--- config.mk ---
export PLATFORM = sky130hd
export DESIGN_NAME = biu2
export DESIGN_NICKNAME = d
export VERILOG_FILES = /design/src/rtl/biu2.sv
export SDC_FILE = /design/constraint.sdc
export NUM_CORES = 1
export LEC_CHECK = 0
export CAP_MARGIN = 20
export CORE_AREA = 2 2 154 156
export CTS_BUF_LIST = sky130_fd_sc_hd__clkbuf_4 sky130_fd_sc_hd__clkbuf_8 sky130_fd_sc_hd__clkbuf_16
export CTS_CLUSTER_SIZE = 8
export DETAILED_ROUTE_END_ITERATION = 10
export DIE_AREA = 0 0 156 158
export GPL_TIMING_DRIVEN = 0
export SETUP_SLACK_MARGIN = 0.5
export SLEW_MARGIN = 20
export SYNTH_ARGS = -nofsm -noshare
export SYNTH_HDL_FRONTEND = slang
export SYNTH_SLANG_ARGS = --single-unit
--- constraint.sdc ---
create_clock -name clk -period 6 [get_ports clk]
set_clock_uncertainty 0.1 [all_clocks]
set_input_delay 1.2 -clock clk [delete_from_list [all_inputs] [get_ports clk]]
set_output_delay 1.2 -clock clk [all_outputs]
set_load 0.05 [all_outputs]
--- src/rtl/biu2.sv ---
// ---------------------------------------------------------------------------
// biu2 - bus interface unit for a small core.
//
// Routes the core's single data port to one of three targets:
//   ITIM  : zero-wait, read-only from the data side (writes raise a fault)
//   DTIM  : zero-wait read/write, never stalls the core
//   MMIO  : handshaked request/ready bus with a bounded wait (timeout)
// Accesses outside every region raise a fault and read DEFAULT_RDATA.
// The instruction fetch path is a combinational pass-through to the ITIM.
//
// Ports
//   clk, rst                : clock, asynchronous active-low reset
//   biu_i_iaddr/biu_o_idata : instruction fetch address / data
//   biu_i_d*                : core data request (dwmask == 0 means read)
//   biu_o_drdata            : read data returned to the core
//   biu_o_halt              : stall request while an MMIO access is open
//   biu_o_fault             : one-cycle access-fault pulse
//   biu_o_itim_* / biu_i_itim_rdata : ITIM macro port
//   biu_o_dtim_* / biu_i_dtim_rdata : DTIM macro port
//   biu_o_mmio_* / biu_i_mmio_*     : MMIO request/ready bus
//
// MMIO FSM states
//   state  | meaning
//   IDLE   | no MMIO access open; decodes the core request
//   REQ    | mmio_valid high, waiting for ready or timeout
//   DONE   | captured data presented to the core, halt released
// ---------------------------------------------------------------------------
module biu2 #(
    parameter int          TIM_AW        = 12,
    parameter logic [31:0] ITIM_BASE     = 32'h0000_0000,
    parameter logic [31:0] DTIM_BASE     = 32'h0000_1000,
    parameter logic [31:0] MMIO_BASE     = 32'h0000_2000,
    parameter logic [31:0] MMIO_SIZE     = 32'h0000_1000,
    parameter int          TIMEOUT       = 255,
    parameter logic [31:0] DEFAULT_RDATA = 32'hCCCC_CCCC
) (
    input  logic              clk,
    input  logic              rst,
    input  logic [31:0]       biu_i_iaddr,
    output logic [31:0]       biu_o_idata,
    input  logic              biu_i_dreq,
    input  logic [31:0]       biu_i_daddr,
    input  logic [3:0]        biu_i_dwmask,
    input  logic [31:0]       biu_i_dwdata,
    output logic [31:0]       biu_o_drdata,
    output logic              biu_o_halt,
    output logic              biu_o_fault,
    output logic [TIM_AW-1:0] biu_o_itim_addr,
    input  logic [31:0]       biu_i_itim_rdata,
    output logic [TIM_AW-1:0] biu_o_dtim_addr,
    output logic [3:0]        biu_o_dtim_wmask,
    output logic [31:0]       biu_o_dtim_wdata,
    input  logic [31:0]       biu_i_dtim_rdata,
    output logic              biu_o_mmio_valid,
    output logic [31:0]       biu_o_mmio_addr,
    output logic [3:0]        biu_o_mmio_wmask,
    output logic [31:0]       biu_o_mmio_wdata,
    input  logic              biu_i_mmio_ready,
    input  logic [31:0]       biu_i_mmio_rdata
);

    localparam int          CW       = $clog2(TIMEOUT + 1);
    localparam logic [CW-1:0] CNT_LAST = CW'(TIMEOUT - 1);
    localparam logic [CW-1:0] CNT_MAX  = CW'(TIMEOUT);
    localparam logic [32:0] TIM_SIZE = 33'd1 << TIM_AW;

    typedef enum logic [1:0] {
        S_IDLE = 2'd0,
        S_REQ  = 2'd1,
        S_DONE = 2'd2
    } state_t;

    state_t          state_q, state_d;
    logic [CW-1:0]   cnt_q, cnt_d;
    logic [31:0]     addr_q, addr_d;
    logic [3:0]      wmask_q, wmask_d;
    logic [31:0]     wdata_q, wdata_d;
    logic [31:0]     rdata_q, rdata_d;
    logic            fault_q, fault_d;

    logic            in_itim, in_dtim, in_mmio, unmapped, is_write;
    logic            st_idle, st_req, st_done;

    // Region decode in 33 bits so base+size cannot overflow at the top of
    // the address space.
    always_comb begin
        in_itim  = ({1'b0, biu_i_daddr} >= {1'b0, ITIM_BASE}) &&
                   ({1'b0, biu_i_daddr} <  ({1'b0, ITIM_BASE} + TIM_SIZE));
        in_dtim  = ({1'b0, biu_i_daddr} >= {1'b0, DTIM_BASE}) &&
                   ({1'b0, biu_i_daddr} <  ({1'b0, DTIM_BASE} + TIM_SIZE));
        in_mmio  = ({1'b0, biu_i_daddr} >= {1'b0, MMIO_BASE}) &&
                   ({1'b0, biu_i_daddr} <  ({1'b0, MMIO_BASE} + {1'b0, MMIO_SIZE}));
        unmapped = !(in_itim || in_dtim || in_mmio);
        is_write = (biu_i_dwmask != 4'h0);
    end

    assign st_idle = (state_q == S_IDLE);
    assign st_req  = (state_q == S_REQ);
    assign st_done = (state_q == S_DONE);

    always_comb begin
        state_d = state_q;
        cnt_d   = cnt_q;
        addr_d  = addr_q;
        wmask_d = wmask_q;
        wdata_d = wdata_q;
        rdata_d = rdata_q;
        fault_d = 1'b0;
        case (state_q)
            S_IDLE: begin
                if (biu_i_dreq && in_mmio) begin
                    addr_d  = biu_i_daddr - MMIO_BASE;
                    wmask_d = biu_i_dwmask;
                    wdata_d = biu_i_dwdata;
                    state_d = S_REQ;
                end
            end
            S_REQ: begin
                cnt_d = (cnt_q == CNT_MAX) ? cnt_q : cnt_q + 1'b1;
                // ready in the last allowed cycle still completes cleanly
                if (biu_i_mmio_ready) begin
                    rdata_d = biu_i_mmio_rdata;
                    state_d = S_DONE;
                end else if (cnt_q == CNT_LAST) begin
                    rdata_d = DEFAULT_RDATA;
                    fault_d = 1'b1;
                    state_d = S_DONE;
                end
            end
            S_DONE: begin
                cnt_d   = '0;
                state_d = S_IDLE;
            end
            default: begin
                state_d = S_IDLE;
            end
        endcase
    end

    always_ff @(posedge clk or negedge rst) begin
        if (!rst) begin
            state_q <= S_IDLE;
            cnt_q   <= '0;
            addr_q  <= '0;
            wmask_q <= '0;
            wdata_q <= '0;
            rdata_q <= '0;
            fault_q <= 1'b0;
        end else begin
            state_q <= state_d;
            cnt_q   <= cnt_d;
            addr_q  <= addr_d;
            wmask_q <= wmask_d;
            wdata_q <= wdata_d;
            rdata_q <= rdata_d;
            fault_q <= fault_d;
        end
    end

    assign biu_o_itim_addr  = TIM_AW'(biu_i_iaddr - ITIM_BASE);
    assign biu_o_idata      = biu_i_itim_rdata;

    assign biu_o_dtim_addr  = TIM_AW'(biu_i_daddr - DTIM_BASE);
    assign biu_o_dtim_wmask = (biu_i_dreq && in_dtim) ? biu_i_dwmask : 4'h0;
    assign biu_o_dtim_wdata = biu_i_dwdata;

    assign biu_o_mmio_valid = st_req;
    assign biu_o_mmio_addr  = addr_q;
    assign biu_o_mmio_wmask = st_req ? wmask_q : 4'h0;
    assign biu_o_mmio_wdata = wdata_q;

    // The IDLE-cycle halt and decode faults are combinational on the core
    // request, so they are qualified with rst to stay low during reset.
    assign biu_o_halt  = rst && (st_req || (st_idle && biu_i_dreq && in_mmio));
    assign biu_o_fault = fault_q ||
                         (rst && st_idle && biu_i_dreq && (unmapped || (in_itim && is_write)));

    always_comb begin
        if (st_done)      biu_o_drdata = rdata_q;
        else if (in_itim) biu_o_drdata = biu_i_itim_rdata;
        else if (in_dtim) biu_o_drdata = biu_i_dtim_rdata;
        else              biu_o_drdata = DEFAULT_RDATA;
    end

endmodule

======== Word-level counts from Yosys, hierarchy flattened ========
Index checks and enable logic that the tools add are counted.
cells by class
  add/sub/neg operators ................... 3
  magnitude comparators ................... 5
  equality and inequality tests ........... 7
  multiplexer cells ....................... 16
  reduce and logical (&&, ||, !) cells .... 25
operators by type and width
  operator                                                                               number
  32-bit two-way mux                                                                     5
  32-bit by 14-bit less-than comparator with 1-bit output, second input constant         2
  32-bit by 13-bit greater-or-equal comparator with 1-bit output, second input constant  1
  32-bit by 14-bit greater-or-equal comparator with 1-bit output, second input constant  1
  32-bit by 13-bit less-than comparator with 1-bit output, second input constant         1
  32-bit by 14-bit subtractor with 32-bit output, second input constant                  1
  8-bit equality test, second input constant                                             2
  8-bit case mux with 2 select lines                                                     1
  12-bit by 1-bit subtractor with 12-bit output, second input constant                   1
  1-bit logical AND                                                                      11
  8-bit by 1-bit adder with 8-bit output, second input constant                          1
  4-bit two-way mux                                                                      2
  8-bit two-way mux                                                                      1
  2-bit AND reduction                                                                    4
  2-bit two-way mux                                                                      3
  1-bit logical OR                                                                       5
  2-bit case mux with 2 select lines                                                     1
  2-bit nonzero test                                                                     2
  4-bit nonzero test                                                                     1
  1-bit two-way mux                                                                      3
  3-bit by 2-bit != test with 1-bit output, second input constant                        1
  2-bit by 1-bit equality test with 1-bit output, second input constant                  1
  2-bit equality test, second input constant                                             1
  2-bit logical NOT                                                                      1
  3 further kinds                                                                        3
word-level totals
  register bits after elaboration ......... 111
  input bits .............................. 200
  output and inout bits ................... 195
  word-level logic and storage cells ...... 63

======== Depth between registers and ports, before layout ========
Gate-level depths: netlist of run 1.
  depth after elaboration ................. 8
  gate-level depth with buffers ........... 8
  mapped depth without buffers ............ 7

======== Worst setup path before layout of run 1 ========
Ideal clock, no wire load.
  path type ............................... input to output
  start point ............................. input biu_i_daddr[28]
  end point ............................... output biu_o_drdata[4]
  arrival ................................. 3404 ps
  required time ........................... 4700 ps
  slack ................................... 1296 ps
  stages .................................. 5
  buffers on the path ..................... 1
  cell sequence ........................... nor4_4 > nand3_4 > or4_1 > buf_2 > o21ai_0
between the ends
  cells in the longest elaborated chain, start to end .. 5
  elaborated cells between the ends (all ways) .. 7
ends and longest elaborated chain
  what                                                                                                                                       RTL line  source
  from (decl)                                                                                                                                42        input logic [31:0] biu_i_daddr,
  32-bit by 13-bit greater-or-equal comparator with 1-bit output or 32-bit by 14-bit less-than comparator with 1-bit output (tied branches)  89, 90
  1-bit logical AND                                                                                                                          89        in_dtim = ({1'b0, biu_i_daddr} >= {1'b0, DTIM_BASE}) &&
  32-bit two-way mux                                                                                                                         181       else if (in_dtim) biu_o_drdata = biu_i_dtim_rdata;
  32-bit two-way mux (*)                                                                                                                     180       else if (in_itim) biu_o_drdata = biu_i_itim_rdata;
  32-bit two-way mux (*)                                                                                                                     179       if (st_done) biu_o_drdata = rdata_q;
  to (decl)                                                                                                                                  45        output logic [31:0] biu_o_drdata,
Mark *: on every way between the ends. The rest lies on a longest branch, timed or not.

======== Worst setup path after layout of run 1 ========
  start point ............................. input biu_i_daddr[25]
  end point ............................... output biu_o_drdata[0]
Same word-level chain as after synthesis.

==> impl_metrics.ini, run 1 <==
[die]
num_io_pins = 395
die-width_um = 156
die_y_um = 158
fp.dieArea_um2 = 24650
coreArea_um2 = 23050
initial_core_util_pct = 24.79
rows = 56

[clocking]
ctsRootBufferMaster = sky130_fd_sc_hd__clkbuf_16
clockBufferDepth = 2
clkSlewWorstSetupHoldPaths_ps = 80
tritoncts.num_buffers = 9
cts_num_sinks = 111
tritoncts = yes
worst_skew_pair.late_latency_ps = 350
cts.htree.levels = 3

[sta]
timing.hold.ws_ps = 390.9
final_max_slew_viol_count = 0
timing.max_slew.rel_slack_pct = 46.92
finalWorstPathRequiredPeriod_ps = 5289
rsz0062_at_grt = yes
timing.final.crit_share_pct = 88.15
final_hold_viol_count = 0
max_clock_freq_mhz = 189.1
worst-slew-pin-transition_ps = 796.2
finalSetupViolations = 0

[global_route]
grt_antenna_before_repair = 0
grt_first_pass_wirelength_um = 29710
maximum_number_of_pins_on_one_net_before_global_route_repair = 69
grt-ovfl-total = 0
number_of_global_route_vias_before_repair = 5277
combined_global_route_utilization_of_all_metal_layers_pct = 15.66

[final_layout]
finish.instance_area_um2 = 10070
syn_to_final_growth_pct = 76.25
diodes = 0
final_cells = 1174
final_nets = 1082
fillerInstances = 2243
post_route_cells_drive_above_1_share_pct = 20.93

[synth]
yosys_register_bits = 111
synth_most_common_cell = sky130_fd_sc_hd__dfrtp_1
yosys.cell_types.count = 42
postSynthCellCount = 504
syn_avg_cell_area_um2 = 11.34
synthesis.yosys.warnings = 0
synth_common_cells = sky130_fd_sc_hd__dfrtp_1 (111), sky130_fd_sc_hd__buf_4 (88), sky130_fd_sc_hd__mux2_2 (49)
yosys-top-cells-area = sky130_fd_sc_hd__dfrtp_1 (49%), sky130_fd_sc_hd__buf_4 (12%), sky130_fd_sc_hd__mux2_2 (9.7%)
number_of_enable_flip_flop_cells_after_synthesis = 0
synthesis.nets = 707
synth_area_um2 = 5715
synthesized_area_fraction_occupied_by_and_or_nand_nor_cells_pct = 9.501
largest_family_of_logic_cells_by_synthesized_area = multiplexers
muxShareOfSynthArea_pct = 15.61
yosys.area_share.adder_pct = 0.6567
synth_largest_type_area_fraction_pct = 48.60
async_reset_ff_share_pct = 100.0
synth-compound-area-share_pct = 11.54
post_synth_xor_area_fraction_pct = 0.1532
synth-main-ff-cell = sky130_fd_sc_hd__dfrtp_1
synth-seq-area-share_pct = 48.60
netlist.top_cell.by_area = sky130_fd_sc_hd__dfrtp_1

[run]
drv.max_cap_violation_count = 0

[place]
dpl.hpwl_um = 15280
globalplace.congestion = 0.7524
io_buffer_count = 361
numPlacedInstances = 1156
dpl_cell_area_um2 = 9721

[setup_path]
reg2reg_from = cnt_q[0]$_DFFE_PN0P_
worst_path_max_fanout = 7
timing_worst_setup_path_type = input port to output pin
timing.critical_path.mode_cell = sky130_fd_sc_hd__clkdlybuf4s50_1
worst_path_max_delay_cell = sky130_fd_sc_hd__clkdlybuf4s50_1
worstPathCellList = clkdlybuf4s50_1 > nor4_1 > nand2_1 > or4_1 > buf_2 > o21ai_1 > clkdlybuf4s50_1
cp_top_family = buffers and inverters
critPathCaptureType = output pin
critPathBufInv = 3
critical_path.startpoint_type = input port
worst_path_required_ps = 4700
worstSetupStartpoint = biu_i_daddr[25]
slowest_delay_ps = 820
cp_data_arrival_time_ps = 3990

[routing]
ant_nets = 0
vias_per_cell = 4.349
detail_route.first_pass.iterations = 4
post_detailed_route_wirelength_per_cell_um = 16.56
remaining_drc_errors = 0
detailroute.via_count = 5106
detailedRoute.firstIterationViolations = 120
routed_wirelength_um = 19440

[min_path]
hp-start = rdata_q[18]$_DFFE_PN0P_
min-delay-path-class = flip-flop to flip-flop

[run_status]
outcome = finished, final reports clean

[power_and_ir_drop]
power_leakage_uw = 0.004751
vdd.ir_drop.worst_mv = 0.1176
power-per-cell-area_nw_per_um2 = 172.3
-- cell type report --
cell class	instances	area, um^2	area share (%)
Sequential cell	111	2778	27.57
Timing Repair Buffer	364	3692	36.65
Clock inverter	7	62.56	0.6210
Inverter	6	22.52	0.2236
Multi-Input combinational cell	274	2156	21.40
Tap cell	290	362.8	3.602
Buffer	113	774.5	7.688
Clock buffer	9	225.2	2.236
-- path summary, 6_finish.rpt --
check,to,slack (ps),depth (start not counted)
min in group asynchronous,biu_o_mmio_wdata[6]$_DFFE_PN0P_,730,1
hold / removal,rdata_q[18]$_DFFE_PN0P_,390,1
hold reg to reg,rdata_q[18]$_DFFE_PN0P_,390,1
setup / recovery,biu_o_drdata[0],710,7
max in group asynchronous,rdata_q[23]$_DFFE_PN0P_,4390,2
setup reg to reg,rdata_q[19]$_DFFE_PN0P_,3580,8
-- stage by stage --
step | utilization [%] | power, uW | setup TNS (ps) | setup slack (ps)
2_1_floorplan | - | 945.8 | 0 | 1296
3_5_place_dp | 42.17 | 1151 | 0 | 418.8
6_report | 43.70 | 1735 | 0 | 711.0
5_1_grt | 43.70 | 1807 | 0 | 489.3
4_1_cts | 43.45 | 1770 | 0 | 483.5
3_3_place_gp | 42.04 | 1149 | -133710 | -2453
-- timing repair --
action                     4_1_cts  5_1_grt
gates resized for setup          1       15
setup endpoints to repair       10       28
hold buffers                     0        0
buffers inserted                 0        2
-- cells in the final DEF, fill, tap and decap left out, types with 3 or more instances in the layout --
| cell type | netlist | final |
|---|---|---|
| sky130_fd_sc_hd__ha_1 | 3 | 3 |
| sky130_fd_sc_hd__mux2i_1 | 34 | 34 |
| sky130_fd_sc_hd__nor3_1 | 4 | 4 |
| sky130_fd_sc_hd__o211ai_1 | 3 | 3 |
| sky130_fd_sc_hd__dlymetal6s2s_1 | 0 | 14 |
| sky130_fd_sc_hd__nor4_4 | 2 | 3 |
| sky130_fd_sc_hd__a21oi_1 | 19 | 19 |
| sky130_fd_sc_hd__a22o_1 | 16 | 16 |
| sky130_fd_sc_hd__clkbuf_16 | 0 | 9 |
| sky130_fd_sc_hd__inv_1 | 5 | 5 |
| sky130_fd_sc_hd__nand3_1 | 7 | 7 |
| sky130_fd_sc_hd__dfrtp_1 | 111 | 111 |
| sky130_fd_sc_hd__o21ai_2 | 10 | 10 |
| sky130_fd_sc_hd__o21ai_0 | 8 | 8 |
| sky130_fd_sc_hd__nand2_1 | 22 | 22 |
| sky130_fd_sc_hd__o22a_1 | 16 | 16 |
| sky130_fd_sc_hd__nand2b_1 | 4 | 4 |
| sky130_fd_sc_hd__o21ai_1 | 4 | 4 |
| sky130_fd_sc_hd__clkbuf_1 | 12 | 12 |
| sky130_fd_sc_hd__nor2b_1 | 11 | 11 |
| sky130_fd_sc_hd__nor2_1 | 21 | 21 |
| sky130_fd_sc_hd__buf_4 | 88 | 90 |
| sky130_fd_sc_hd__clkdlybuf4s50_1 | 0 | 346 |
| sky130_fd_sc_hd__nor4_1 | 4 | 3 |
| sky130_fd_sc_hd__mux2_2 | 49 | 49 |
| sky130_fd_sc_hd__o21a_1 | 10 | 10 |
| sky130_fd_sc_hd__and2_1 | 9 | 9 |
| sky130_fd_sc_hd__buf_2 | 10 | 10 |
-- cells by family after synthesis --
group           count (synthesis)
simple gates                   96
xor+xnor                        1
compound gates                 91
buf+inv                       119
mux                            83
flops                         111
fa+ha+maj                       3
-- metal layers --
layer / part of all wire (%) / track usage [%] / vias up
li1: - / - / 2437
met2: 48 / 27.10 / 248
met4: 1.6 / 4.893 / 0
met1: 41 / 18.89 / 2407
met5: 0 / 0 / -
met3: 9.3 / 4.435 / 14
-- registers in the layout (all words and copies together) (netlist names) --
signal / flops
biu_o_mmio_addr: 32
biu_o_mmio_wdata: 32
rdata_q: 32
cnt_q: 8
wmask_q: 4
state_q: 2
fault_q: 1
-- power breakdown --
| group | total [uW] | switching, uW | internal (uW) |
|---|---|---|---|
| clock network | 602 | 310 | 292 |
| registers | 747 | 0.0114 | 747 |
| logic | 386 | 191 | 195 |
| total | 1740 | 500 | 1230 |
Note: power is estimated with default switching activity, not from simulation.
==> run 2: changes to the inputs <==
--- a/config.mk
+++ b/config.mk
@@ -8,7 +8,6 @@
 export CAP_MARGIN = 20
 export CORE_AREA = 2 2 154 156
 export CTS_BUF_LIST = sky130_fd_sc_hd__clkbuf_4 sky130_fd_sc_hd__clkbuf_8 sky130_fd_sc_hd__clkbuf_16
-export CTS_CLUSTER_SIZE = 8
 export DETAILED_ROUTE_END_ITERATION = 10
 export DIE_AREA = 0 0 156 158
 export GPL_TIMING_DRIVEN = 0
==> results of run 2 <==
Same layout as run 1: the final DEF is identical, and so are final timing and power.
==> run 3: changes to the inputs <==
--- a/config.mk
+++ b/config.mk
@@ -8,6 +8,7 @@
 export CAP_MARGIN = 20
 export CORE_AREA = 2 2 154 156
 export CTS_BUF_LIST = sky130_fd_sc_hd__clkbuf_4 sky130_fd_sc_hd__clkbuf_8 sky130_fd_sc_hd__clkbuf_16
+export CTS_CLUSTER_DIAMETER = 80
 export DETAILED_ROUTE_END_ITERATION = 10
 export DIE_AREA = 0 0 156 158
 export GPL_TIMING_DRIVEN = 0
==> results of run 3 <==
Same layout as run 1: the final DEF is identical, and so are final timing and power.
